$ cat src/rtl/css_rst_seq_ctrl.sv
// Power-good / reset sequencer for the Caliptra subsystem.
// Raises cptra_pwrgood, then releases NUM_DOMAINS active-low resets in ascending
// order with programmable delays. Reset entry from ON is gated by an MCU halt
// handshake bounded by HALT_TO_CYC cycles. Every output is driven from a flop.

module css_rst_seq_ctrl #(
    parameter int unsigned NUM_DOMAINS = 2,
    parameter int unsigned CNT_W       = 16,
    parameter int unsigned HALT_TO_CYC = 1024
) (
    input  logic                         core_clk,
    input  logic                         core_rst,

    input  logic                         cmd_valid_i,
    input  logic [1:0]                   cmd_i,
    output logic                         cmd_ready_o,

    input  logic [CNT_W-1:0]             pg_dly_i,
    input  logic [NUM_DOMAINS*CNT_W-1:0] dom_dly_i,

    output logic                         cptra_pwrgood_o,
    output logic [NUM_DOMAINS-1:0]       rst_b_o,

    output logic                         halt_req_o,
    input  logic                         halt_ack_i,

    output logic                         done_o,
    output logic                         done_err_o,
    output logic                         done_timeout_o,
    output logic                         busy_o
);

    // Domain index is padded to a power-of-two table so any index value is in range.
    localparam int unsigned IdxW     = (NUM_DOMAINS > 1) ? $clog2(NUM_DOMAINS) : 1;
    localparam int unsigned NumSlots = 1 << IdxW;
    localparam int unsigned ToW      = $clog2(HALT_TO_CYC + 1);

    localparam logic [IdxW-1:0] LastIdx    = IdxW'(NUM_DOMAINS - 1);
    localparam logic [ToW-1:0]  HaltToInit = ToW'(HALT_TO_CYC);

    typedef enum logic [1:0] {
        CmdWarmAssert   = 2'b00,
        CmdWarmDeassert = 2'b01,
        CmdHardAssert   = 2'b10,
        CmdHardDeassert = 2'b11
    } cmd_e;

    typedef enum logic [2:0] {
        StOff,
        StPgWait,
        StRel,
        StOn,
        StHalt,
        StWarm
    } state_e;

    state_e                  state_q;
    logic [CNT_W-1:0]        cnt_q;
    logic [ToW-1:0]          halt_cnt_q;
    logic [IdxW-1:0]         dom_idx_q;
    logic                    hard_q;
    logic                    pwrgood_q;
    logic [NUM_DOMAINS-1:0]  rst_b_q;
    logic                    halt_req_q;
    logic                    done_q;
    logic                    done_err_q;
    logic                    done_to_q;
    logic                    ready_q;
    logic                    busy_q;

    logic [CNT_W-1:0]        dom_dly_tab [NumSlots];
    logic                    cmd_accept;
    cmd_e                    cmd;
    logic [IdxW-1:0]         next_idx;
    logic [NUM_DOMAINS-1:0]  rel_mask;

    // Unpack the flat delay bus; unused padding slots read as zero.
    for (genvar g = 0; g < NumSlots; g++) begin : gen_dly_tab
        if (g < NUM_DOMAINS) begin : gen_used
            assign dom_dly_tab[g] = dom_dly_i[g*CNT_W +: CNT_W];
        end else begin : gen_pad
            assign dom_dly_tab[g] = '0;
        end
    end

    assign cmd_accept = cmd_valid_i & ready_q;
    assign cmd        = cmd_e'(cmd_i);
    assign next_idx   = dom_idx_q + 1'b1;
    assign rel_mask   = NUM_DOMAINS'(1) << dom_idx_q;

    // Sequencer FSM: state, counters and all registered outputs.
    always_ff @(posedge core_clk) begin
        if (core_rst) begin
            state_q    <= StOff;
            cnt_q      <= '0;
            halt_cnt_q <= '0;
            dom_idx_q  <= '0;
            hard_q     <= 1'b0;
            pwrgood_q  <= 1'b0;
            rst_b_q    <= '0;
            halt_req_q <= 1'b0;
            done_q     <= 1'b0;
            done_err_q <= 1'b0;
            done_to_q  <= 1'b0;
            ready_q    <= 1'b1;
            busy_q     <= 1'b0;
        end else begin
            // Completion flags are single-cycle pulses.
            done_q     <= 1'b0;
            done_err_q <= 1'b0;
            done_to_q  <= 1'b0;

            case (state_q)
                StOff: begin
                    if (cmd_accept) begin
                        if (cmd == CmdHardDeassert) begin
                            state_q   <= StPgWait;
                            pwrgood_q <= 1'b1;
                            cnt_q     <= pg_dly_i;
                            ready_q   <= 1'b0;
                            busy_q    <= 1'b1;
                        end else begin
                            done_q     <= 1'b1;
                            done_err_q <= 1'b1;
                        end
                    end
                end

                StPgWait: begin
                    if (cnt_q == '0) begin
                        state_q   <= StRel;
                        dom_idx_q <= '0;
                        cnt_q     <= dom_dly_tab[0];
                    end else begin
                        cnt_q <= cnt_q - 1'b1;
                    end
                end

                StRel: begin
                    if (cnt_q == '0) begin
                        rst_b_q <= rst_b_q | rel_mask;
                        if (dom_idx_q == LastIdx) begin
                            state_q <= StOn;
                            done_q  <= 1'b1;
                            ready_q <= 1'b1;
                            busy_q  <= 1'b0;
                        end else begin
                            dom_idx_q <= next_idx;
                            cnt_q     <= dom_dly_tab[next_idx];
                        end
                    end else begin
                        cnt_q <= cnt_q - 1'b1;
                    end
                end

                StOn: begin
                    if (cmd_accept) begin
                        if (cmd == CmdWarmAssert || cmd == CmdHardAssert) begin
                            state_q    <= StHalt;
                            hard_q     <= (cmd == CmdHardAssert);
                            halt_req_q <= 1'b1;
                            halt_cnt_q <= HaltToInit;
                            ready_q    <= 1'b0;
                            busy_q     <= 1'b1;
                        end else begin
                            done_q     <= 1'b1;
                            done_err_q <= 1'b1;
                        end
                    end
                end

                StHalt: begin
                    // Ack takes priority over a timeout expiring in the same cycle.
                    if (halt_ack_i || halt_cnt_q == '0) begin
                        rst_b_q    <= '0;
                        halt_req_q <= 1'b0;
                        done_q     <= 1'b1;
                        done_to_q  <= ~halt_ack_i;
                        ready_q    <= 1'b1;
                        busy_q     <= 1'b0;
                        if (hard_q) begin
                            pwrgood_q <= 1'b0;
                            state_q   <= StOff;
                        end else begin
                            state_q <= StWarm;
                        end
                    end else begin
                        halt_cnt_q <= halt_cnt_q - 1'b1;
                    end
                end

                StWarm: begin
                    if (cmd_accept) begin
                        if (cmd == CmdWarmDeassert) begin
                            // Power is already good; go straight to domain release.
                            state_q   <= StRel;
                            dom_idx_q <= '0;
                            cnt_q     <= dom_dly_tab[0];
                            ready_q   <= 1'b0;
                            busy_q    <= 1'b1;
                        end else if (cmd == CmdHardAssert) begin
                            // MCU is already held in reset, so no halt handshake.
                            state_q   <= StOff;
                            pwrgood_q <= 1'b0;
                            done_q    <= 1'b1;
                        end else begin
                            done_q     <= 1'b1;
                            done_err_q <= 1'b1;
                        end
                    end
                end

                default: begin
                    state_q    <= StOff;
                    pwrgood_q  <= 1'b0;
                    rst_b_q    <= '0;
                    halt_req_q <= 1'b0;
                    ready_q    <= 1'b1;
                    busy_q     <= 1'b0;
                end
            endcase
        end
    end

    assign cmd_ready_o     = ready_q;
    assign busy_o          = busy_q;
    assign cptra_pwrgood_o = pwrgood_q;
    assign rst_b_o         = rst_b_q;
    assign halt_req_o      = halt_req_q;
    assign done_o          = done_q;
    assign done_err_o      = done_err_q;
    assign done_timeout_o  = done_to_q;

endmodule

$ cat config.mk
export PLATFORM = sky130hd
export DESIGN_NAME = css_rst_seq_ctrl
export DESIGN_NICKNAME = d
export VERILOG_FILES = /design/src/rtl/css_rst_seq_ctrl.sv
export SDC_FILE = /design/constraint.sdc
export NUM_CORES = 1
export LEC_CHECK = 0
export ABC_AREA = 1
export CAP_MARGIN = 20
export CORE_MARGIN = 3
export CORE_UTILIZATION = 35
export CTS_CLUSTER_DIAMETER = 100
export DETAILED_ROUTE_END_ITERATION = 10
export SLEW_MARGIN = 20
export SYNTH_ARGS = -nofsm -noshare
export SYNTH_HDL_FRONTEND = slang
export SYNTH_SLANG_ARGS = --single-unit
$ cat constraint.sdc
create_clock -name core_clk -period 2.3 [get_ports core_clk]
set_input_delay 0.46 -clock core_clk [delete_from_list [all_inputs] [get_ports core_clk]]
set_output_delay 0.46 -clock core_clk [all_outputs]
set_load 0.05 [all_outputs]
### Yosys cells after proc, flatten, opt, wreduce, memory -nomap -nowiden

Index checks and enable logic that the tools add are counted.

* multiplexer cells: 76
* shift-type cells: 1
* $lt $le $gt $ge: 1
* add/sub/neg operators: 3
* reductions and logical operators: 22
* bitwise operators: 10
* eq/ne operators: 24

Operators with widths (number)
* $mux W16: 10
* $pmux W16 S4: 1
* $mux W1: 38
* $mux W3: 12
* $mux W11: 3
* $ne A2 B2 Y1 const B: 14
* $pmux W11 S2: 1
* $reduce_and A10 Y1: 2
* $pmux W3 S6: 1
* $logic_not A16 Y1: 1
* $sub A16 B1 Y16 const B: 1
* $pmux W1 S6: 2
* $logic_not A11 Y1: 1
* $sub A11 B1 Y11 const B: 1
* $pmux W1 S3: 3
* $reduce_and A4 Y1: 2
* $reduce_and A8 Y1: 1
* $reduce_or A4 Y1: 2
* $not A1 Y1: 7
* $eq A3 B2 Y1 const B: 2
* $eq A3 B3 Y1 const B: 2
* $ne A3 B3 Y1 const B: 2
* $pmux W2 S3: 1
* $reduce_and A3 Y1: 2
* other kinds (21): 25

* bits of input ports: 54
* output and inout bits: 9
* register bits after elaboration: 41
* logic and storage cells: 150

### Logic depth before layout (Yosys ltp)

* depth after elaboration: 8
* depth in mapped cells: 13
* depth with buffers taken out: 13

### Least setup slack after synthesis

Ideal clock, no wire load.

* path type: register -> register
* start point: register cnt_q[0]
* end point: register cnt_q[15]
* slack: 0.611 ns
* stages on the path, launching flop included: 13
* clock period less this slack: 1.689 ns
* data arrival time: 1.580 ns
* path through: dfxtp_1 > inv_1 > ha_1 > nand2_1 > nor2_1 > nand2_1 > nor2_1 > nand3_1 > nand2_4 > buf_4 > a21oi_1 > nand2_1 > inv_1

* word-level cells in the longest chain between the ends: 3

RTL lines
* start, declared: RTL line 58 `logic [CNT_W-1:0] cnt_q;`
* start signal, assigned: RTL line 119 `cnt_q <= pg_dly_i;`
* start signal, assigned: RTL line 133 `cnt_q <= dom_dly_tab[0];`
* start signal, assigned: RTL line 135 `cnt_q <= cnt_q - 1'b1;`
* $sub A16 B1 Y16 or $logic_not A16 Y1 (tied branches)
* $mux W16 (tied with other cells): RTL line 140 `if (cnt_q == '0) begin`
* $pmux W16 S4 or $reduce_and A6 Y1 (tied branches)

Several ways; a longest one is shown, not always the timed one.
A chain may end at the register's enable or synchronous reset.

### Worst setup path in the final report

* start point: register cnt_q[0]
* end point: register cnt_q[12]

Same word-level chain as after synthesis.

==> impl_summary.md <==
Status
The flow ran to the end, and the final reports show no timing, DRC or antenna violations.

STA
For the final routed database, the setup TNS stands at 0 ns. After layout, the worst path uses around 87% of the clock period. The highest clock rate is about 0.50 GHz.

The clock arrives with about 0.011 ns of skew. The number of hold violations in the final report is 0. The worst slew margin relative to its limit is around 66%.

Setup repair after global routing left no endpoint under its margin. The number of max-slew violations in the final report is 0. For the pin with the worst max-slew slack, the measured transition is 0.507 ns. The final setup violation count is 0. After layout, the minimum clock period comes to between 1.5 and 2 ns.

Worst hold path
The worst hold-check path type is reg -> reg. The hold-critical path depth is 2. The worst hold path terminates at rst_b_o[0]. The worst hold path begins at rst_b_o[0].

Yosys
In the synthesized netlist, the cells that appear most often are sky130_fd_sc_hd__nand2_1 (167), sky130_fd_sc_hd__nor2_1 (96), sky130_fd_sc_hd__nand3_1 (54). The share of synthesized area in the top cell type comes to around 25%. Of all cell types, the one taking the most synthesized area is sky130_fd_sc_hd__dfxtp_1. The synthesized net count is roughly 630.

The distinct cell type count of the synthesized netlist is 29. The post-synthesis sequential area ratio is between 20% and 30%. After synthesis, the cell types taking the most area are sky130_fd_sc_hd__dfxtp_1 (25%), sky130_fd_sc_hd__nand2_1 (19%), sky130_fd_sc_hd__nor2_1 (11%). Yosys instantiated no cell more often than sky130_fd_sc_hd__nand2_1.

The number of instances in the synthesized netlist is around 560. The cell area after synthesis is roughly 3200 sq um. In this run the mean area of a mapped cell was 5.72 sq um. The number of enable flip-flop cells after synthesis is 0. The synthesized design contains 41 register bits. In the synthesized netlist the async set-or-reset flop fraction comes to 0%.

In the synthesized netlist the dominant register cell turns out to be sky130_fd_sc_hd__dfxtp_1. The synthesis warning total is 0.

Layout
The ratio of cells with drive above 1 in the final layout is ~7.2%. The final cell utilization of the core is between 40% and 50%. The area added between synthesis and finish is 29.2%. The diode insertion count for antenna repair is 0.

The net count of the finished layout is approximately 700. Once layout is done, the placed cells without fillers occupy 4160 sq um. The number of fillers in the final layout is 951.

Setup path
The endpoint class of the critical path is a flip-flop. The count of cells along the worst register-to-register path is 11. Among cell families on the critical path, the largest total delay comes from simple AND/OR/NAND/NOR gates. The startpoint type of the worst setup path is a flip-flop. In this design, the stage delay of the slowest critical-path cell is 0.35 ns. Along the worst path, the maximum fanout reaches 13.

The worst setup path is of the reg -> reg kind. The number of buffers and inverters on the critical path is 2. STA puts the critical path data arrival time at roughly 2.2 ns.

In this run the critical register-to-register path is launched from cnt_q[0]. The required time of the worst setup path is between 2 and 2.5 ns. The signal on the critical path passes through inv_1 > ha_1 > nand2_1 > nor2_1 > nand2_1 > nor2_1 > nand3_1 > nand2_4 > inv_2 > o21ai_0 > a21oi_1. The worst register-to-register path ends at cnt_q[12]. The worst-path cell with the longest stage delay is sky130_fd_sc_hd__dfxtp_1. In this run the register-to-register setup slack is ~0.31 ns. The startpoint of the most critical setup path is cnt_q[0].

Global route
The largest net degree at the start of global routing is 21. The initial antenna violation count came to 0. The wire length of the first global-routing pass is 16600 microns. The global routing usage summed across all routing layers is approximately a fifth. The via count of the first global-routing pass is 3518. The sum of overflow across all layers after global routing is 0.

Clock tree
Clock-pin slew was measured on the worst setup and hold paths at about 0.090 ns. At the later pin of the worst-skew pair, clock insertion delay measures roughly 0.31 ns. The total clock buffers created by CTS is 5. The clock root buffer is sky130_fd_sc_hd__clkbuf_8. The number of H-tree levels is 2. Counting along the longest clock path gives a buffer depth of 2. Gates resized during post-CTS repair numbered 0.

After clock tree synthesis, the flow added hold-fix buffers numbering 0. The clock net in this run drives a total of between 40 and 50 sinks. The setup fix buffers added after clock tree synthesis is 0. The TritonCTS clock tree is done.

Detailed routing
The detailed router finished its first iteration with approximately 210 violations. The number of antenna-violating nets in the routed design is 0. In the routed design, unresolved DRC markers number 0.

The average wire length per cell after detail routing is 13.9 microns. For this block, the via count after detailed routing is 3789. The sum of routed wire length over all layers is 10300 microns. The first detailed-routing pass ran for 6 iterations. The number of vias per cell is around 5.1.

Floorplanning
The floorplan step defined a die boundary enclosing roughly 10000 sq um. From left edge to right edge, the die measures 102 microns. The standard-cell row count is 34. The core area is around 8800 sq um.

The count of pins on the block boundary is 63. The overall die height is slightly above 100 microns. The starting utilization of the core area is between 30% and 40%.

Power and ir drop
Summed over all cells, the static leakage comes to ~2 nW. The power per unit of standard cell area is ~1200 nW/um^2. Across the VDD grid, the largest voltage drop is 0.552 mV.

Placed design
Input and output buffers added on the ports amount to 62. The placed instances occupy a cell area of slightly above 4000 sq um. At the end of routability-driven placement, the weighted congestion stood at 0.961.

The HPWL reported at the end of detailed placement is approximately 8000 microns.

Job
The max-capacitance violation count is 0.
## cell usage in the layout (no fill, tap or decap), types with 10 or more instances in the layout
| master | netlist | final |
|---|---|---|
| sky130_fd_sc_hd__nor2_1 | 96 | 96 |
| sky130_fd_sc_hd__nand3_1 | 54 | 54 |
| sky130_fd_sc_hd__buf_4 | 1 | 16 |
| sky130_fd_sc_hd__nand2_1 | 167 | 167 |
| sky130_fd_sc_hd__dfxtp_1 | 41 | 41 |
| sky130_fd_sc_hd__nand4_1 | 10 | 10 |
| sky130_fd_sc_hd__inv_1 | 52 | 52 |
| sky130_fd_sc_hd__o21ai_0 | 22 | 22 |
| sky130_fd_sc_hd__clkdlybuf4s50_1 | 0 | 62 |
| sky130_fd_sc_hd__a21oi_1 | 48 | 48 |
## state kept, by name, indices dropped and copies added (netlist names), 2 cells and up
register    cells
cnt_q          16
state_q         3
halt_cnt_q     11
rst_b_o         2
## stage by stage
step	total power [mW]	std cells	worst slack [ns]	hold slack [ns]
after floorplan	3.46	563	0.611	0.441
after global placement	4.37	735	0.0995	0.446
after detailed placement	4.38	735	0.00514	0.446
after CTS	5.13	743	0.316	0.466
after global routing	5.62	743	0.0341	0.493
final	5.15	743	0.305	0.458
## report_power, final
| part | internal, mW | switching [mW] |
|---|---|---|
| clock network | 0.438 | 0.301 |
| logic | 1.16 | 2.16 |
| registers | 0.895 | 0.192 |
| total | 2.49 | 2.66 |
## area by class of cell
type                    instances  area, sq um  share of cell area, %
multi-input cells             447         2100                   50.4
flip-flops and latches         41          821                   19.7
repair buffers                 78          741                   17.8
inverters                      61          229                   5.50
well taps                     108          135                   3.25
clock buffers                   5         68.8                   1.65
clock inverters                 3         68.8                   1.65
## metal layers
layer	global-route usage (%)	wire length [microns]
met1	28.7	5080
met3	3.07	562
met5	0	0
met2	31.8	4590
met4	4.34	74
## logic make-up after synthesis
group | synth area share [%]
buffers and inverters | 9.36
AOI/OAI and AO/OA | 14.3
adders and majority gates | 3.11
DFF | 25.5
and+or+nand+nor | 44.7
xor gates and xnor gates | 2.99
## how the worst max path moves through the flow
stage	end	slack (ns)	cells past startpoint
2_1_floorplan	cnt_q[15]	0.61	12
3_3_place_gp	cnt_q[11]	0.1	12
3_5_place_dp	cnt_q[9]	0.005	12
4_1_cts	cnt_q[13]	0.32	12
5_1_grt	cnt_q[9]	0.03	13
6_report	cnt_q[12]	0.31	11
## tightest hold or removal path, delay by kind of cell, from the launching register on
family / cells / cell delay [ns]
compound gates: 1 / 0.05
buf+inv: 1 / 0.04
flops: 1 / 0.32
Power figures use the tool's default switching activity.
